**config.mk**
```make
export PLATFORM = sky130hd
export DESIGN_NAME = memoria_lector_flat
export DESIGN_NICKNAME = d
export VERILOG_FILES = /design/src/rtl/memoria_lector_pkg.sv /design/src/rtl/memoria_lector_if.sv /design/src/rtl/memoria_lector_mux.sv /design/src/rtl/memoria_lector.sv /design/src/flat_wrapper.sv
export SDC_FILE = /design/constraint.sdc
export NUM_CORES = 1
export LEC_CHECK = 0
export CORE_MARGIN = 10
export CORE_UTILIZATION = 38
export CTS_CLUSTER_SIZE = 24
export DETAILED_ROUTE_END_ITERATION = 10
export MAX_ROUTING_LAYER = met4
export PLACE_DENSITY = 0.88
export SYNTH_ARGS = -nofsm -noshare
export SYNTH_HDL_FRONTEND = slang
export SYNTH_SLANG_ARGS = --single-unit
```
**constraint.sdc**
```tcl
create_clock -name clk -period 5.85 [get_ports clk]
set_input_delay 0.585 -clock clk [delete_from_list [all_inputs] [get_ports clk]]
set_output_delay 0.585 -clock clk [all_outputs]
set_load 0.01 [all_outputs]
```
**src/rtl/memoria_lector_pkg.sv**
```systemverilog
// rtl/memoria_lector_pkg.sv - shared types and constants for the register-file burst reader
package memoria_lector_pkg;

    localparam int NUM_REGS = 16;
    localparam int ADDR_W   = 4;
    localparam int DEF_N    = 16;

    typedef enum logic {
        IDLE = 1'b0,
        SEND = 1'b1
    } state_t;

    // Register index after a, wrapping the last register back to the first.
    function automatic logic [ADDR_W-1:0] next_addr(input logic [ADDR_W-1:0] a);
        return a + ADDR_W'(1);
    endfunction

endpackage

```
**src/rtl/memoria_lector_if.sv**
```systemverilog
// rtl/memoria_lector_if.sv - request, register-file and output-stream bundle (dout_par under MEMORIA_LECTOR_PARITY_EN)
interface memoria_lector_if
    import memoria_lector_pkg::*;
#(
    parameter int N = DEF_N
);

    logic                   req;
    logic [ADDR_W-1:0]      start_addr;
    logic [ADDR_W-1:0]      burst_len;
    logic [NUM_REGS*N-1:0]  r_bus;
    logic [N-1:0]           dout;
    logic [ADDR_W-1:0]      dout_addr;
    logic                   dout_valid;
    logic                   dout_ready;
    logic                   busy;
    logic                   done;
`ifdef MEMORIA_LECTOR_PARITY_EN
    logic                   dout_par;
`endif

    modport master (
        input  req, start_addr, burst_len, r_bus, dout_ready,
        output dout, dout_addr, dout_valid, busy, done
`ifdef MEMORIA_LECTOR_PARITY_EN
        , output dout_par
`endif
    );

    modport slave (
        output req, start_addr, burst_len, r_bus, dout_ready,
        input  dout, dout_addr, dout_valid, busy, done
`ifdef MEMORIA_LECTOR_PARITY_EN
        , input dout_par
`endif
    );

endinterface

```
**src/rtl/memoria_lector_mux.sv**
```systemverilog
// rtl/memoria_lector_mux.sv - 16:1 word selector over the flattened register-file bus
module memoria_lector_mux
    import memoria_lector_pkg::*;
#(
    parameter int N = DEF_N
) (
    input  logic [NUM_REGS*N-1:0] r_bus,
    input  logic [ADDR_W-1:0]     sel,
    output logic [N-1:0]          word
);

    always_comb begin
        word = '0;
        for (int i = 0; i < NUM_REGS; i++) begin
            if (sel == ADDR_W'(i)) begin
                word = r_bus[i*N +: N];
            end
        end
    end

endmodule

```
**src/rtl/memoria_lector.sv**
```systemverilog
// rtl/memoria_lector.sv - burst reader streaming register-file words with valid/ready (MEMORIA_LECTOR_PARITY_EN adds dout_par)
module memoria_lector
    import memoria_lector_pkg::*;
#(
    parameter int N = DEF_N
) (
    input  logic            clk,
    input  logic            rst,
    memoria_lector_if.master bus
);

    state_t            state_q, state_d;
    logic [ADDR_W-1:0] addr_q, addr_d;
    logic [ADDR_W-1:0] rem_q, rem_d;
    logic [N-1:0]      dout_q, dout_d;
    logic              valid_q, valid_d;
    logic              busy_q, busy_d;
    logic              done_q, done_d;
`ifdef MEMORIA_LECTOR_PARITY_EN
    logic              par_q, par_d;
`endif

    logic [ADDR_W-1:0] sel;
    logic [N-1:0]      word;
    logic              xfer;

    // In IDLE the mux looks at the requested start; in SEND it prefetches the next index.
    assign sel  = (state_q == IDLE) ? bus.start_addr : next_addr(addr_q);
    assign xfer = valid_q & bus.dout_ready;

    memoria_lector_mux #(.N(N)) u_mux (
        .r_bus (bus.r_bus),
        .sel   (sel),
        .word  (word)
    );

    always_comb begin
        state_d = state_q;
        addr_d  = addr_q;
        rem_d   = rem_q;
        dout_d  = dout_q;
        valid_d = valid_q;
        busy_d  = busy_q;
        done_d  = 1'b0;
`ifdef MEMORIA_LECTOR_PARITY_EN
        par_d   = par_q;
`endif
        if (state_q == IDLE) begin
            if (bus.req) begin
                state_d = SEND;
                addr_d  = bus.start_addr;
                rem_d   = bus.burst_len;
                dout_d  = word;
                valid_d = 1'b1;
                busy_d  = 1'b1;
`ifdef MEMORIA_LECTOR_PARITY_EN
                par_d   = ^word;
`endif
            end
        end else begin
            // dout only reloads on a transfer, so a stalled word is a stable snapshot.
            if (xfer) begin
                if (rem_q == '0) begin
                    state_d = IDLE;
                    valid_d = 1'b0;
                    busy_d  = 1'b0;
                    done_d  = 1'b1;
                end else begin
                    addr_d  = sel;
                    rem_d   = rem_q - ADDR_W'(1);
                    dout_d  = word;
`ifdef MEMORIA_LECTOR_PARITY_EN
                    par_d   = ^word;
`endif
                end
            end
        end
    end

    always_ff @(posedge clk or posedge rst) begin
        if (rst) begin
            state_q <= IDLE;
            addr_q  <= '0;
            rem_q   <= '0;
            dout_q  <= '0;
            valid_q <= 1'b0;
            busy_q  <= 1'b0;
            done_q  <= 1'b0;
`ifdef MEMORIA_LECTOR_PARITY_EN
            par_q   <= 1'b0;
`endif
        end else begin
            state_q <= state_d;
            addr_q  <= addr_d;
            rem_q   <= rem_d;
            dout_q  <= dout_d;
            valid_q <= valid_d;
            busy_q  <= busy_d;
            done_q  <= done_d;
`ifdef MEMORIA_LECTOR_PARITY_EN
            par_q   <= par_d;
`endif
        end
    end

    assign bus.dout       = dout_q;
    assign bus.dout_addr  = addr_q;
    assign bus.dout_valid = valid_q;
    assign bus.busy       = busy_q;
    assign bus.done       = done_q;
`ifdef MEMORIA_LECTOR_PARITY_EN
    assign bus.dout_par   = par_q;
`endif

endmodule

```
**src/flat_wrapper.sv**
```systemverilog
// flat-port wrapper written by rule: the top's interface ports become plain ports
module memoria_lector_flat import memoria_lector_pkg::*;
#(
    parameter int N = DEF_N
)
  (clk, rst, bus_req, bus_start_addr, bus_burst_len, bus_r_bus, bus_dout_ready, bus_dout, bus_dout_addr, bus_dout_valid, bus_busy, bus_done);
  memoria_lector_if #(.N(N)) bus_i ();
  input  logic clk;
  input  logic rst;
  input wire logic [$bits(bus_i.req)-1:0] bus_req;
  input wire logic [$bits(bus_i.start_addr)-1:0] bus_start_addr;
  input wire logic [$bits(bus_i.burst_len)-1:0] bus_burst_len;
  input wire logic [$bits(bus_i.r_bus)-1:0] bus_r_bus;
  input wire logic [$bits(bus_i.dout_ready)-1:0] bus_dout_ready;
  output wire logic [$bits(bus_i.dout)-1:0] bus_dout;
  output wire logic [$bits(bus_i.dout_addr)-1:0] bus_dout_addr;
  output wire logic [$bits(bus_i.dout_valid)-1:0] bus_dout_valid;
  output wire logic [$bits(bus_i.busy)-1:0] bus_busy;
  output wire logic [$bits(bus_i.done)-1:0] bus_done;
  assign bus_i.req = bus_req;
  assign bus_i.start_addr = bus_start_addr;
  assign bus_i.burst_len = bus_burst_len;
  assign bus_i.r_bus = bus_r_bus;
  assign bus_i.dout_ready = bus_dout_ready;
  assign bus_dout = bus_i.dout;
  assign bus_dout_addr = bus_i.dout_addr;
  assign bus_dout_valid = bus_i.dout_valid;
  assign bus_busy = bus_i.busy;
  assign bus_done = bus_i.done;
  memoria_lector #(.N(N)) u_core (.clk(clk), .rst(rst), .bus(bus_i));
endmodule
```
# ---- After elaboration in Yosys (flattened, before gate mapping)
# Cells that the tools add are included.
dict set report op_classes {
  n_addsub 2
  muxes 40
  n_eq_ne 18
  n_reduce_logical 5
  bitwise_logic 1
}
# op count
set ops {}
lappend ops {{16-bit 2-to-1 mux} 20}
lappend ops {{4-bit 2-to-1 mux} 9}
lappend ops {{4-bit == test (second input constant)} 8}
lappend ops {{4-bit by 3-bit == test with 1-bit output (second input constant)} 4}
lappend ops {{1-bit 2-to-1 mux} 11}
lappend ops {{4-bit by 2-bit == test with 1-bit output (second input constant)} 2}
lappend ops {{4-bit zero test} 2}
lappend ops {{2-bit != test (second input constant)} 3}
lappend ops {{3-bit AND reduction} 2}
lappend ops {{4-bit by 1-bit adder with 4-bit output (second input constant)} 1}
lappend ops {{4-bit by 1-bit == test with 1-bit output (second input constant)} 1}
lappend ops {{4-bit by 1-bit subtractor with 4-bit output (second input constant)} 1}
lappend ops {{2-bit nonzero test} 1}
lappend ops {{1-bit AND} 1}
dict set report word_totals {
  out_inout_bits 23
  inputBits 268
  wordCells 72
  regBits 27
}

# ---- Logic depth before layout (Yosys ltp)
dict set report logic_depth {
  ltp_word 22
  mapped_depth 11
  ltp_nobuf 9
}

# ---- Hierarchy
# Synthesis repeated with hierarchy kept, for this count alone.
dict set report hier_totals {
  hier_cells 449
  area_unflattened_um2 3902.5
}
# module area_per_inst_um2 cells_per_inst seq_area_each_um2 instances
set by_module_without_submodules {}
lappend by_module_without_submodules {memoria_lector_mux 2592.5 354 0.0 1}
lappend by_module_without_submodules {memoria_lector 1310.0 95 675.6 1}

# ---- Worst setup path before layout
# Ideal clock, no wire load.
dict set report synth_path {
  kind {flip-flop to flip-flop}
  start {register u_core.addr_q[0], in the netlist u_core.bus.dout_addr[0]}
  end {register u_core.dout_q[5], in the netlist u_core.bus.dout[5]}
  path_stages_with_launch 9
  setup_ps 129
  synth_period_minus_slack_ps 2415
  path_buffers 0
  path_slack_ps 3435
  arrival_ps 2286
  required_ps 5721
  path_cell_list {dfrtp_1 -> ha_1 -> or2b_1 -> o21ai_2 -> a221oi_4 -> nor2_2 -> a221o_1 -> a2111oi_2 -> nor2_1}
}
dict set report synth_via {
  elab_chain_cells 22
  word_cells_on_any_way 38
  classes_between {1 x add/sub; 15 x eq/ne; 21 x mux; 1 x reduce/logical}
}
# element line_no
set synth_rtl {}
lappend synth_rtl {{start: declaration} memoria_lector.sv:13} ;# logic [ADDR_W-1:0] addr_q, addr_d;
lappend synth_rtl {{start signal: assignment} memoria_lector.sv:94} ;# addr_q <= addr_d;
lappend synth_rtl {{4-bit by 1-bit adder with 4-bit output *} memoria_lector_pkg.sv:15} ;# return a + ADDR_W'(1);
lappend synth_rtl {{4-bit 2-to-1 mux *} memoria_lector.sv:28} ;# assign sel = (state_q == IDLE) ? bus.start_addr : next_addr(addr_q);
lappend synth_rtl {{4-bit zero test} memoria_lector_mux.sv:15} ;# if (sel == ADDR_W'(i)) begin
lappend synth_rtl {{16-bit 2-to-1 mux (15 in a row)} memoria_lector_mux.sv:15}
lappend synth_rtl {{16-bit 2-to-1 mux *} memoria_lector_mux.sv:15}
lappend synth_rtl {{16-bit 2-to-1 mux} memoria_lector.sv:63} ;# if (rem_q == '0) begin
lappend synth_rtl {{16-bit 2-to-1 mux} memoria_lector.sv:62} ;# if (xfer) begin
lappend synth_rtl {{16-bit 2-to-1 mux *} memoria_lector.sv:48} ;# if (state_q == IDLE) begin
lappend synth_rtl {{end signal: assignment} memoria_lector.sv:96} ;# dout_q <= dout_d;
lappend synth_rtl {{end: declaration} memoria_lector.sv:15} ;# logic [N-1:0] dout_q, dout_d;
# Every way passes the cells marked *; elsewhere a longest branch is shown, timed or not. The select of a mux whose other input is x is not followed.
# A chain may end at the register's enable or synchronous reset.

# ---- Worst setup path after layout
dict set report layout_path {
  start {register u_core.addr_q[0], in the netlist u_core.bus.dout_addr[0]}
  end {register u_core.dout_q[0], in the netlist u_core.bus.dout[0]}
}
# The elaborated chain is that of the path after synthesis.

==> reports/results.ini <==
[outcome]
status=finished, final reports clean

[route]
via_per_inst=6.56
drc=0
totalWireLength_um=25200
drt_pass1_iterations=5
antenna_left=0
avgRoutedWirePerCell_um=27.2
via_count=6079
drtIter0Drc=878

[floorplan]
core_mm2=0.00982
rows=36
die_w_um=120
start_util_pct=39.0
pin_count=291
die_area_mm2=0.0145
die_h_um=120

[pwr]
ir_worst_vdd_uv=571
leakagePower_nw=2.42
powerDensity_mw_per_mm2=544

[cts]
postCtsHoldBufs=0
root_buffer=clkbuf_8
htree_num_levels=1
worstSkewPairLatency_ns=0.29
clk_pin_slew_ns=0.11
tritoncts=built
clk_path_buf_depth=2
clkSinkCount=27
cts-resized-gates=0
cts_buffers=3
post-cts-setup-buffers=0

[sta]
fmax_mhz=249
fin_worst_skew_ns=0.00980
timing.hold.ws_ns=0.495
period_minus_slack_ns=4.01
finalHoldViolations=0
slew_violations=0
worst_slew_pin_slew_ns=1.28
setup_viol=0
rsz0062_at_grt=no
slew_headroom_pct=14.4
layout_worst_path_cycle_share_pct=68.5
setup_tns_ns=0

[logic_synthesis]
yosys.area_share.adder_pct=0.653
synthDistinctLibCells=72
ys_dominant_reg_cell=dfrtp_1
ys_ff_latch=27
synthSimpleGateAreaFrac_pct=19.5
postSynthAreaPerCell_um2=7.09
synth_top_family_by_area=compound AO/OA/AOI/OAI gates
syn_area_mm2=0.00383
yosys.area_share.xor_xnor_pct=0.228
synth_top_cell_by_area=dfrtp_1
synth-edff-count=0
ys_seq_area_share_pct=17.6
async_flop_share_pct=100
synth_top_area_share_pct=17.6
synth_area_leaders=dfrtp_1 (18%), a22oi_1 (7.4%), a21oi_1 (5.1%)
ys_warn_count=0
synth.net_count=811
synth_compound_area_share_pct=53.1
synth_cells=541
synthMuxAreaShare_pct=2.38

[setup_path]
cpMostUsedCell=a211oi_1
cp_max_fo=27
crit_path_end_kind=register
rr_startpoint=u_core.bus.dout_addr[0]
slowest_delay_ns=0.88
rr_worst_depth=8
r2r_setup_slack_ns=1.84
cp_cell_sequence=ha_1, nor2b_1, a21o_1, buf_4, a222oi_1, a211oi_1, nor3_1, a211oi_1
worst_ep_arrival_time_ns=4.21
worst-setup-path-type=reg2reg
cp_slowest_cell=dfrtp_1
path_buf_inv=1
cp-start-kind=register
crit_family=compound AO/OA/AOI/OAI gates
worstReg2RegEnd=u_core.bus.dout[0]
required_ns=6.05

[grt]
grt_pass1_vias=6024
grt_use_total_pct=33.2
antenna_found_initial=1
grt_max_degree=65
grt_pass1_wl_um=37200
overflow=0

[min_path]
min-delay-path-class=reg2reg
whs_path_depth=2
whs_endpoint=u_core.bus.dout[6]
hold_start=u_core.bus.dout[6]

[final_layout]
num-fill-cells=796
fin_nets=1063
drive_above_1_share_pct=4.04
area_delta_synth_final_pct=77.8
post-route-util_pct=69.4
regArea_um2=677
multi_input_area_mm2=0.00294

[flow_run]
cap_violations=0

[placement]
port_buffers=290
place.gp.congestion=0.980
dp_hpwl_um=20000

## per-stage QoR
stage               total power [mW]  setup WS (ns)  cells  instance area [µm²]
global route                    3.92           1.62    926                 6820
detailed placement              3.48           1.83    921                 6760
CTS                             3.60           1.95    925                 6810
global placement                3.40           2.00    921                 6760
floorplan                       2.38           3.43    541                 3830
finish                          3.71           1.84    926                 6820
## tightest hold or removal path: stages, from the launching register on
cell and delay [ns]:
dfrtp_1 0.36, nand2_1 0.05, o31ai_1 0.05
## layer usage
| layer | share of wire [%] | track usage (%) | vias up |
|---|---|---|---|
| met5 | 0 | - | - |
| met4 | 2.6 | 6.86 | 0 |
| met3 | 11 | 5.77 | 68 |
| met2 | 48 | 54.9 | 500 |
| met1 | 38 | 41.7 | 2850 |
| li1 | - | - | 2661 |
## area by class of cell
type	count	area share, %
timing repair buffer	296	43.2
antenna	1	0.0367
tap	133	2.44
clock inverter	1	0.128
inverter	8	0.441
sequential	27	9.93
multi-input combinational	457	43.2
clock buffer	3	0.606
## placed cells by master (no fill, tap or decap), types with 3 or more instances in the layout
master and instances:
a22o_1 6, nor3_1 8, o21a_1 5, mux2i_1 8
o22ai_1 28, a2bb2oi_1 5, buf_4 6, nor2_1 48
a221oi_1 6, nand2b_1 12, dfrtp_1 26, a221o_1 10
a222oi_1 4, clkbuf_8 3, o31ai_1 6, o2bb2ai_1 8
a41oi_1 3, a22oi_1 38, a21oi_1 39, a31oi_1 19
nor2b_1 6, inv_1 6, o221ai_1 9, a21o_1 4
or2_2 3, clkdlybuf4s50_1 290, o21ai_1 4, o21ai_0 39
nand3_1 12, and2_1 3, a211oi_1 13, o211ai_1 14
nand2_1 49
## power breakdown
part	internal (mW)	leakage (nW)	total [mW]	switching (mW)
Clock	0.0502	0.0261	0.120	0.0702
Combinational	1.23	2.08	3.17	1.94
Sequential	0.280	0.319	0.419	0.138
Total	1.56	2.42	3.71	2.15
## how the worst max path moves through the flow
stage	from	to	slack, ns	cells past startpoint
2_1_floorplan	u_core.bus.dout_addr[0]	u_core.bus.dout[5]	3.43	8
3_3_place_gp	bus_start_addr[1]	u_core.bus.dout[0]	2.00	8
3_5_place_dp	bus_start_addr[1]	u_core.bus.dout[0]	1.83	8
4_1_cts	u_core.bus.dout_addr[0]	u_core.bus.dout[0]	1.95	8
5_1_grt	u_core.bus.dout_addr[0]	u_core.bus.dout[0]	1.62	8
6_report	u_core.bus.dout_addr[0]	u_core.bus.dout[0]	1.84	8
## state kept, by name (all words and copies together), names as in the netlist
signal and count:
u_core.bus.dout 16, u_core.bus.dout_addr 4, u_core.rem_q 4, u_core.bus.done 1
u_core.bus.dout_valid 1, u_core.state_q 1
## kinds of logic (layout without fill, tap and decap cells)
kind of cell	after synthesis	count (layout)
AND/OR/NAND/NOR	159	159
buffers and inverters	57	308
multiplexers	9	9
adder cells (fa/ha/maj)	2	2
AO/OA/AOI/OAI	286	286
flip-flops	27	27
other	0	1
XOR/XNOR	1	1
## synth_stat cells (all sizes together) (7+ instances only)
| cell type | number |
|---|---|
| nand3 | 12 |
| nor3 | 8 |
| o22ai | 29 |
| a211oi | 13 |
| o221ai | 9 |
| a221oi | 7 |
| o2bb2ai | 8 |
| nand2b | 13 |
| mux2i | 8 |
| a21oi | 39 |
| a221o | 10 |
| clkbuf | 20 |
| o21ai | 46 |
| nor2 | 51 |
| dfrtp | 27 |
| buf | 29 |
| a22oi | 39 |
| nand2 | 49 |
| inv | 7 |
| a31oi | 20 |
| o211ai | 14 |
No activity file was read; power rests on OpenSTA's default activity.
